[config.mk]
export PLATFORM = sky130hd
export DESIGN_NAME = hps_cmd_seq
export DESIGN_NICKNAME = d
export VERILOG_FILES = /design/src/rtl/hps_cmd_seq.sv
export SDC_FILE = /design/constraint.sdc
export NUM_CORES = 1
export LEC_CHECK = 0
export CAP_MARGIN = 0
export CELL_PAD_IN_SITES_DETAIL_PLACEMENT = 0
export CELL_PAD_IN_SITES_GLOBAL_PLACEMENT = 1
export CORE_ASPECT_RATIO = 0.75
export CORE_MARGIN = 3
export CORE_UTILIZATION = 41
export DETAILED_ROUTE_END_ITERATION = 12
export GPL_TIMING_DRIVEN = 0
export PLACE_DENSITY = 0.91
export SYNTH_ARGS = -nofsm -noshare
export SYNTH_HDL_FRONTEND = slang
export SYNTH_SLANG_ARGS = --single-unit
[constraint.sdc]
create_clock -name clk -period 5.2 [get_ports clk]
set_clock_uncertainty 0.2 [all_clocks]
set_input_delay 0.78 -clock clk [delete_from_list [all_inputs] [get_ports clk]]
set_output_delay 0.78 -clock clk [all_outputs]
set_load 0.01 [all_outputs]
[src/rtl/hps_cmd_seq.sv]
// rtl/hps_cmd_seq.sv - HPS start/stop command sequencer driving the run-control unit hps_cmd input
// Optional RELEASE timeout (err_code 11) is compiled in when HPS_CMD_SEQ_TIMEOUT_EN is defined.
module hps_cmd_seq #(
  parameter int PULSE_CYCLES   = 4,
  parameter int TIMEOUT_CYCLES = 1024
) (
  input  logic       clk,
  input  logic       reset_n,
  input  logic       req_start,
  input  logic       req_stop,
  input  logic [1:0] ctrl_state,
  output logic       hps_cmd,
  output logic       busy,
  output logic       done,
  output logic [1:0] err_code
);

  localparam logic [1:0] CU_STOPPED  = 2'b00;
  localparam logic [1:0] CU_STARTING = 2'b01;
  localparam logic [1:0] CU_STOPPING = 2'b10;
  localparam logic [1:0] CU_STARTED  = 2'b11;

  localparam logic [1:0] ERR_OK      = 2'b00;
  localparam logic [1:0] ERR_ILLEGAL = 2'b01;
  localparam logic [1:0] ERR_STATE   = 2'b10;

  localparam int PW = $clog2(PULSE_CYCLES + 1);

  // A pulse shorter than two cycles is not seen reliably by the control unit.
  if (PULSE_CYCLES < 2 || TIMEOUT_CYCLES < 1) begin : g_bad_param
    $error("hps_cmd_seq: PULSE_CYCLES must be >= 2 and TIMEOUT_CYCLES >= 1");
  end

  typedef enum logic [1:0] {
    ST_IDLE,
    ST_ASSERT,
    ST_RELEASE,
    ST_FINISH
  } state_t;

  state_t          state;
  logic [PW-1:0]   pulse_cnt;
  logic [1:0]      mid_state;
  logic [1:0]      tgt_state;
  logic            start_ok;
  logic            stop_ok;
  logic            stable;

`ifdef HPS_CMD_SEQ_TIMEOUT_EN
  localparam logic [1:0] ERR_TIMEOUT = 2'b11;
  localparam int TW = $clog2(TIMEOUT_CYCLES + 1);
  logic [TW-1:0]   to_cnt;
`endif

  // Only one request at a time may be accepted, and only from the matching stable state.
  assign start_ok = req_start && !req_stop && (ctrl_state == CU_STOPPED);
  assign stop_ok  = req_stop && !req_start && (ctrl_state == CU_STARTED);
  assign stable   = (ctrl_state == CU_STOPPED) || (ctrl_state == CU_STARTED);

  // Sequencer FSM with registered hps_cmd/busy/done/err_code.
  always_ff @(posedge clk) begin
    if (!reset_n) begin
      state     <= ST_IDLE;
      hps_cmd   <= 1'b0;
      busy      <= 1'b0;
      done      <= 1'b0;
      err_code  <= ERR_OK;
      pulse_cnt <= '0;
      mid_state <= CU_STOPPED;
      tgt_state <= CU_STOPPED;
`ifdef HPS_CMD_SEQ_TIMEOUT_EN
      to_cnt    <= '0;
`endif
    end else begin
      done <= 1'b0;
      case (state)
        ST_IDLE: begin
          if (start_ok || stop_ok) begin
            mid_state <= start_ok ? CU_STARTING : CU_STOPPING;
            tgt_state <= start_ok ? CU_STARTED  : CU_STOPPED;
            err_code  <= ERR_OK;
            hps_cmd   <= 1'b1;
            busy      <= 1'b1;
            pulse_cnt <= '0;
            state     <= ST_ASSERT;
          end else if (req_start || req_stop) begin
            // Rejections still pass through FINISH so done stays a single pulse.
            err_code <= ERR_ILLEGAL;
            done     <= 1'b1;
            state    <= ST_FINISH;
          end
        end
        ST_ASSERT: begin
          if (pulse_cnt == PW'(PULSE_CYCLES - 1)) begin
            // A halt racing the command leaves the unit outside the expected intermediate state.
            if (ctrl_state != mid_state) err_code <= ERR_STATE;
            hps_cmd <= 1'b0;
            state   <= ST_RELEASE;
`ifdef HPS_CMD_SEQ_TIMEOUT_EN
            to_cnt  <= '0;
`endif
          end else begin
            pulse_cnt <= pulse_cnt + PW'(1);
          end
        end
        ST_RELEASE: begin
          if ((ctrl_state == tgt_state) || ((err_code == ERR_STATE) && stable)) begin
            busy  <= 1'b0;
            done  <= 1'b1;
            state <= ST_FINISH;
          end
`ifdef HPS_CMD_SEQ_TIMEOUT_EN
          else if (to_cnt == TW'(TIMEOUT_CYCLES)) begin
            err_code <= ERR_TIMEOUT;
            busy     <= 1'b0;
            done     <= 1'b1;
            state    <= ST_FINISH;
          end else begin
            to_cnt <= to_cnt + TW'(1);
          end
`endif
        end
        ST_FINISH: begin
          state <= ST_IDLE;
        end
        default: begin
          state <= ST_IDLE;
        end
      endcase
    end
  end

endmodule

==> results.md, run 1 <==
- Max-Cap Viols: 0
- Drt drc: 0
- Maximum VDD drop: 0.300 mV
- Distinct cells, synth: 33
- CTS buffer count: 3
- Cells after Synth: 90
- TritonCTS clock tree: built
- Crit path required time: 5.20 ns
- Total Power: 0.000377 W
- Vias in the first global route: 553
- All-layer global routing usage: 13.8%
- Post-synthesis sequential area ratio: 32.0%
- Die width: 55.4 um
- CTS Hold Bufs: 0
- # rows: 12
- Final min period: 2.56 ns
- P&R area growth vs syn: 19.8%
- DRT Wirelength: 1450 um
- Crit path capture type: register
- # setup viols final: 0
- Leak: 0.376 nW
- Io pins: 11
- Dpl hpwl: 1140 um
- Setup bufs post-CTS: 0
- Critical Path AT: 2.57 ns
- Synthesized area per cell: 8.34 um2
- Worst rel slew slack: 72.8%
- RSZ-0062 raised after global routing: false
- Initial antenna violation count: 0
- Die Y: 43.1 um
- H-tree depth: 1
- Grt ovf: 0
- CORE AREA: 1590 um2
- Routed wire per std cell: 11.7 um
- Fmax: 390 MHz
- Final hold slack: 0.280 ns
- PD cells: 419 nW/um2
- Hold Fails Final Rpt: 0
- Routed Antenna Nets: 0
- Outcome: finished, final reports clean
- Root buffer cell: clkbuf_4
- Vias per cell: 5.19
- Worst-Margin Slew: 0.407 ns
- Tcrit/Tclk final: 49.3%
- Crit path max fanout: 5
- Initial core utilization: 47.2%
- Nets: 118
- DR iter-0 viols: 17
- Seq cells post-synth: 12
- Via count: 643
- Ys Warns: 0
- Clk_lat worst skew: 0.27 ns
- Startpoint Class: input pin
- Post-Syn Area: 751 um2
- Clk buf depth: 2
- Hold/Removal Path Class: register to register
- CP Class: input pin to register
- DRT Pass-1 Iters: 4
- First-pass GRT wire length: 2500 um
- # resized after CTS: 0
- Diodes inserted: 0
- Largest net degree at the start of global routing: 11
- Share of cells above drive strength 1: 8.74%
- TritonCTS Sinks: 12
- Total die area: 2390 um2
- Post-layout util: 56.5%
- Final Max Slew Viols: 0
- DP Cell Count: 121
- Clock input transition at the sequential cells of the worst setup and hold paths: 0.07 ns
- Syn Nets: 103
- GP Congestion: 0.775
- I/O Buffers: 10
- Setup_tns: 0 ns
- Non-Filler Instances: 124
[metrics by stage]
step / cell area [um2] / setup slack, ns
after global routing: 900 / 2.51
final: 900 / 2.64
after detailed placement: 877 / 2.34
after CTS: 900 / 2.61
after global placement: 877 / 2.39
after floorplan: 751 / 3.11
[cell usage in the layout (no fill, tap or decap), types with 2 or more instances in the layout]
| cell | instances |
|---|---|
| a21oi_1 | 7 |
| clkbuf_4 | 3 |
| clkdlybuf4s50_1 | 10 |
| dfxtp_1 | 12 |
| ha_1 | 7 |
| inv_1 | 9 |
| mux2i_1 | 2 |
| nand2_1 | 8 |
| nand2b_1 | 3 |
| nand3b_1 | 2 |
| nor2_1 | 8 |
| nor3_1 | 2 |
| nor3b_1 | 2 |
| o21ai_0 | 3 |
| o22ai_1 | 2 |
| o32ai_1 | 2 |
| or3_1 | 2 |
| xor2_1 | 2 |
[worst max-delay path: stages]
cell and delay, ns:
clkdlybuf4s50_1 0.57, inv_1 0.07, ha_1 0.29, nor3b_1 0.24, nor3_2 0.10, a211oi_2 0.30
mux2i_1 0.22
[metal layers]
layer / vias up / track usage [%] / part of all wire [%]
met2: 14 / 18.9 / 40
met1: 280 / 18.4 / 53
met4: 0 / 5.83 / 1.4
met5: - / 0 / 0
li1: 345 / - / -
met3: 4 / 6.38 / 6.0
[layout make-up]
class | instances | area (um2)
Timing Repair Buffer | 10 | 100
Tap cell | 21 | 26.3
Sequential cell | 12 | 240
Multi-Input combinational cell | 67 | 465
Buffer | 2 | 11.3
Inverter | 9 | 33.8
Clock buffer | 3 | 22.5
Fill cell | 164 | 692
[flip-flops by register name, summed over array words and instances (netlist names)]
register   count
state          2
busy           1
err_code       2
hps_cmd        1
done           1
pulse_cnt      3
mid_state      2
[cell usage after synthesis (all sizes together)]
cell type  number  area [um2]
a211oi          1        12.5
or2             1        6.26
a311oi          1        8.76
mux2i           2        20.0
clkbuf          1        3.75
buf             1        7.51
nor3            3        20.0
nand2           8        30.0
o22ai           2        12.5
nand3b          2        15.0
a21boi          1        7.51
inv             9        33.8
and2            1        6.26
nor3b           2        15.0
dfxtp          12         240
a31oi           1        6.26
nor2            8        30.0
o211a           1        10.0
and3            1        11.3
a2111oi         1        15.0
xor2            2        17.5
nand2b          3        18.8
a21oi           7        35.0
ha              7        87.6
or3             2        12.5
o32ai           2        17.5
and3b           1        8.76
o21ai           4        20.0
nor2b           1        6.26
o211ai          1        7.51
o21a            1        7.51
[cell families (layout without fill, tap and decap cells)]
group | Yosys count | count (layout) | share of synthesized area (%)
xor gates and xnor gates | 2 | 2 | 2.33
adders and majority gates | 7 | 7 | 11.7
buffers and inverters | 11 | 24 | 6.00
DFF | 12 | 12 | 32.0
and+or+nand+nor | 33 | 33 | 24.0
muxes | 2 | 2 | 2.67
AOI/OAI and AO/OA | 23 | 23 | 21.3
[final timing paths]
check,slack [ns],startpoint,end,depth (start not counted)
max,2.64,ctrl_state[0],state[1]$_SDFFE_PN0P_,7
min,0.28,pulse_cnt[1]$_SDFFE_PN0P_,pulse_cnt[1]$_SDFFE_PN0P_,2
max reg2reg,3.39,state[1]$_SDFFE_PN0P_,err_code[0]$_SDFFE_PN0P_,6
min reg2reg,0.28,pulse_cnt[1]$_SDFFE_PN0P_,pulse_cnt[1]$_SDFFE_PN0P_,2
[power breakdown]
part           leakage, nW  internal, W  switching (W)  total (W)
clock network       0.0138    0.0000269      0.0000292  0.0000561
registers           0.0982     0.000114      0.0000149   0.000129
logic                0.264    0.0000927      0.0000991   0.000192
total                0.376     0.000234       0.000143   0.000377
Power figures use the tool's default switching activity.
==> run 2: changes to the inputs <==
Settings changed: CORE_UTILIZATION 41 to 38, PLACE_DENSITY 0.91 to 0.86.
Clock period 5.2 ns to 2.7 ns, I/O delays scaled along.
==> results.md, run 2 (synthesized netlist as in run 1, its figures left out) <==
- PD cells: 807 nW/um2
- CTS Hold Bufs: 0
- Critical Path AT: 2.17 ns
- Worst r2r dst: err_code[0]$_SDFFE_PN0P_
- Io pins: 11
- Hold Startpoint: pulse_cnt[1]$_SDFFE_PN0P_
- GP Congestion: 0.807
- Clk_lat worst skew: 0.27 ns
- Max-Cap Viols: 0
- CORE AREA: 1810 um2
- Initial antenna violation count: 0
- Commonest non-fill, non-tap cell in the layout: dfxtp_1
- H-tree depth: 1
- Number of fill cells in the layout: 175
- Final hold slack: 0.276 ns
- Routed Antenna Nets: 0
- Vias per cell: 5.15
- Crit path max fanout: 5
- Vias in the first global route: 584
- Die width: 57.3 um
- Worst rel slew slack: 73.3%
- Commonest cells after routing, fill and taps aside: dfxtp_1, clkdlybuf4s50_1, inv_1
- DRT Wirelength: 1500 um
- Setup_tns: 0 ns
- Startpoint Class: input pin
- Drt drc: 0
- PnR worst setup slack: 0.535 ns
- Grt ovf: 0
- Hold/Removal Path Class: register to register
- TritonCTS clock tree: built
- Root buffer cell: clkbuf_4
- Crit path capture type: register
- Final Max Slew Viols: 0
- Worst-Margin Slew: 0.400 ns
- Final min period: 2.17 ns
- Biggest register: pulse_cnt
- Tcrit/Tclk final: 80.2%
- Setup WS pre-CTS: 0.266 ns
- Routed wire per std cell: 12.0 um
- Cell depth of the worst flop-to-flop path: 6
- Outcome: finished, final reports clean
- I/O Buffers: 10
- Diodes inserted: 0
- DRT Pass-1 Iters: 4
- Share of cells above drive strength 1: 8.74%
- First-pass GRT wire length: 2570 um
- # rows: 13
- CP startpoint: ctrl_state[0]
- Clk buf depth: 2
- Die Y: 44.5 um
- TritonCTS Sinks: 12
- CTS buffer count: 3
- Hold Path End: pulse_cnt[1]$_SDFFE_PN0P_
- Leak: 0.376 nW
- CP Class: input pin to register
- Hold Fails Final Rpt: 0
- Maximum VDD drop: 0.438 mV
- Hold depth: 2
- Total die area: 2550 um2
- Crit path required time: 2.70 ns
- Max FFs per register: 3
- All-layer global routing usage: 13.7%
- Reg2reg start: state[1]$_SDFFE_PN0P_
- P&R area growth vs syn: 20.0%
- R2r setup slk: 0.91 ns
- Fmax: 462 MHz
- Dpl hpwl: 1180 um
- Initial core utilization: 41.6%
- Clock input transition at the sequential cells of the worst setup and hold paths: 0.07 ns
- DR iter-0 viols: 19
- Setup bufs post-CTS: 0
- Total Power: 0.000727 W
- Nets: 118
- # resized after CTS: 0
- Largest net degree at the start of global routing: 11
- Via count: 644
- # setup viols final: 0
- RSZ-0062 raised after global routing: false
## run 2: power breakdown
| group | switching [W] | total [W] | leakage (nW) | internal [W] |
|---|---|---|---|---|
| clock | 0.0000554 | 0.000107 | 0.0138 | 0.0000516 |
| combinational | 0.000194 | 0.000373 | 0.264 | 0.000178 |
| sequential | 0.0000281 | 0.000247 | 0.0982 | 0.000219 |
| total | 0.000278 | 0.000727 | 0.376 | 0.000449 |
## run 2: per-stage QoR
| step | instance area [um2] | utilization (%) | instances |
|---|---|---|---|
| 5_1_grt | 901 | 49.9 | 125 |
| 3_3_place_gp | 878 | 48.6 | 122 |
| 2_1_floorplan | 751 | - | 90 |
| 3_5_place_dp | 878 | 48.6 | 122 |
| 6_report | 901 | 49.9 | 125 |
| 4_1_cts | 901 | 49.9 | 125 |
## run 2: cell type report
type	count	area (um2)	area share (%)
multi-input combinational	67	465	51.7
clock buffer	3	22.5	2.50
timing repair buffer	10	100	11.1
tap	22	27.5	3.06
inverter	9	33.8	3.75
buffer	2	11.3	1.25
sequential	12	240	26.7
## run 2: critical path, cell delays in order
cell	delay (ns)
clkdlybuf4s50_1	0.56
inv_1	0.07
ha_1	0.29
nor3b_1	0.23
nor3_2	0.10
a211oi_2	0.31
mux2i_1	0.21
## run 2: how the worst max path moves through the flow
stage	to	slack [ns]	depth (start not counted)
floorplan	state[1]$_SDFFE_PN0P_	0.99	6
global placement	state[1]$_SDFFE_PN0P_	0.27	7
detailed placement	state[1]$_SDFFE_PN0P_	0.27	7
CTS	state[1]$_SDFFE_PN0P_	0.55	7
global route	state[1]$_SDFFE_PN0P_	0.38	7
finish	state[1]$_SDFFE_PN0P_	0.53	7
## run 2: metal layers
metal  vias up  wire length [um]  global-route usage, %
met2        11               576                   18.7
met3         4                68                   6.12
met5         -                 0                      0
met4         0                19                   4.17
li1        346                 -                      -
met1       283               830                   19.1
==> run 3: changes to the inputs <==
Settings changed: CORE_UTILIZATION 38 to 34, PLACE_DENSITY 0.86 to 0.82.
Clock period 2.7 ns to 1.9 ns, I/O delays scaled along.
==> results.md, run 3 (synthesized netlist as in run 1, its figures left out) <==
- DR iter-0 viols: 16
- Io pins: 11
- Crit path max fanout: 7
- Share of power burned in the clock network: 19.3%
- Critical Path AT: 1.74 ns
- Final Max Slew Viols: 0
- Crit path required time: 1.88 ns
- Commonest cells after routing, fill and taps aside: dfxtp_1, inv_1, nand2_1, nor2_1, clkdlybuf4s50_1
- Final min period: 1.77 ns
- Startpoint Class: input pin
- Hold Fails Final Rpt: 0
- Diodes inserted: 0
- CTS buffer count: 3
- Part of the power in registers: 32.3%
- Multi-input combinational cell area: 473 um2
- Final hold slack: 0.279 ns
- Seq. cell area: 241 um2
- PD cells: 1190 nW/um2
- Worst-Margin Slew: 0.475 ns
- First-pass GRT wire length: 2710 um
- Internal power: 0.000685 W
- Post-DP Area: 881 um2
- # rows: 14
- DRT Wirelength: 1590 um
- Grt ovf: 0
- Total die area: 2810 um2
- DRT Pass-1 Iters: 4
- TritonCTS Sinks: 12
- CORE AREA: 2050 um2
- Clk buf depth: 2
- Switch share: 37.4%
- Design Area, Final: 923 um2
- CP Class: input pin to register
- Largest net degree at the start of global routing: 11
- Setup bufs post-CTS: 0
- Max-Cap Viols: 0
- Fmax: 566 MHz
- RSZ-0062 raised after global routing: false
- Post-layout util: 45.1%
- Nets: 118
- Crit path capture type: register
- Number of fill cells in the layout: 209
- Max FFs per register: 3
- PnR worst setup slack: 0.135 ns
- Biggest register: pulse_cnt
- Initial antenna violation count: 0
- Vias per cell: 5.23
- Dpl hpwl: 1200 um
- Root buffer cell: clkbuf_4
- Commonest non-fill, non-tap cell in the layout: dfxtp_1
- Clock input transition at the sequential cells of the worst setup and hold paths: 0.08 ns
- H-tree depth: 1
- Initial core utilization: 36.6%
- Outcome: finished, final reports clean
- Via count: 670
- Die width: 60.3 um
- Maximum VDD drop: 0.686 mV
- Clk_lat worst skew: 0.28 ns
- GP Congestion: 0.780
- Die Y: 46.7 um
- Hold/Removal Path Class: register to register
- Routed wire per std cell: 12.4 um
- Routed Antenna Nets: 0
- Tcrit/Tclk final: 92.9%
- All-layer global routing usage: 13.6%
- Sw Pwr: 0.000410 W
- CTS Hold Bufs: 0
- Comb pwr share: 48.3%
- Worst rel slew slack: 68.3%
- Vias in the first global route: 633
- Setup WS pre-CTS: -0.472 ns
- Drt drc: 0
- I/O Buffers: 10
- P&R area growth vs syn: 23.0%
- TritonCTS clock tree: built
- # setup viols final: 0
- Leak: 0.387 nW
- Share of cells above drive strength 1: 12.5%
-- run 3: stage by stage --
stage / total power (W) / setup TNS (ns) / instances
after floorplan: 0.000731 / 0 / 90
after global placement: 0.000877 / -2.64 / 124
after detailed placement: 0.000882 / -2.67 / 124
after CTS: 0.00110 / 0 / 128
after global routing: 0.00120 / 0 / 128
final: 0.00110 / 0 / 128
-- run 3: worst paths after layout --
kind                                           startpoint                         to  slack [ns]  depth (start not counted)
worst max-delay path                             req_stop   err_code[1]$_SDFFE_PN0P_        0.13                          5
worst min-delay path            pulse_cnt[2]$_SDFFE_PN0P_  pulse_cnt[2]$_SDFFE_PN0P_        0.28                          2
worst max register to register      state[0]$_SDFFE_PN0P_   err_code[1]$_SDFFE_PN0P_        0.14                          6
worst min register to register  pulse_cnt[2]$_SDFFE_PN0P_  pulse_cnt[2]$_SDFFE_PN0P_        0.28                          2
-- run 3: worst max-delay path, stage by stage --
cell	delay, ns
clkdlybuf4s50_1	0.53
nor3b_1	0.48
or3_1	0.21
nor2_1	0.04
o211a_1	0.19
-- run 3: area by class of cell --
type	instances	share of cell area, %
Tap cell	24	3.25
Buffer	2	1.22
Multi-Input combinational cell	67	51.2
Inverter	9	3.66
Timing Repair Buffer	10	10.6
Clock buffer	4	3.93
Sequential cell	12	26.2
-- run 3: layer usage --
metal	global-route usage, %	up-vias	share of wire [%]	wire [um]
li1	-	348	-	-
met1	16.9	306	51	813
met2	21.3	14	42	675
met3	5.32	2	5.6	89
met4	4.87	0	0.82	13
met5	0	-	0	0
-- run 3: repair_timing --
action,4_1_cts,5_1_grt
gates resized for setup,3,2
cloned,0,0
endpoints found under the setup margin,4,1
pin swaps,0,0
endpoints found under the hold margin,0,0
-- run 3: power groups by stage --
stage               logic, W  registers, W  clock network (W)
floorplan           0.000366      0.000365                  0
global placement    0.000520      0.000357                  0
detailed placement  0.000524      0.000358                  0
CTS                 0.000528      0.000353           0.000220
global route        0.000595      0.000366           0.000234
finish              0.000529      0.000354           0.000212
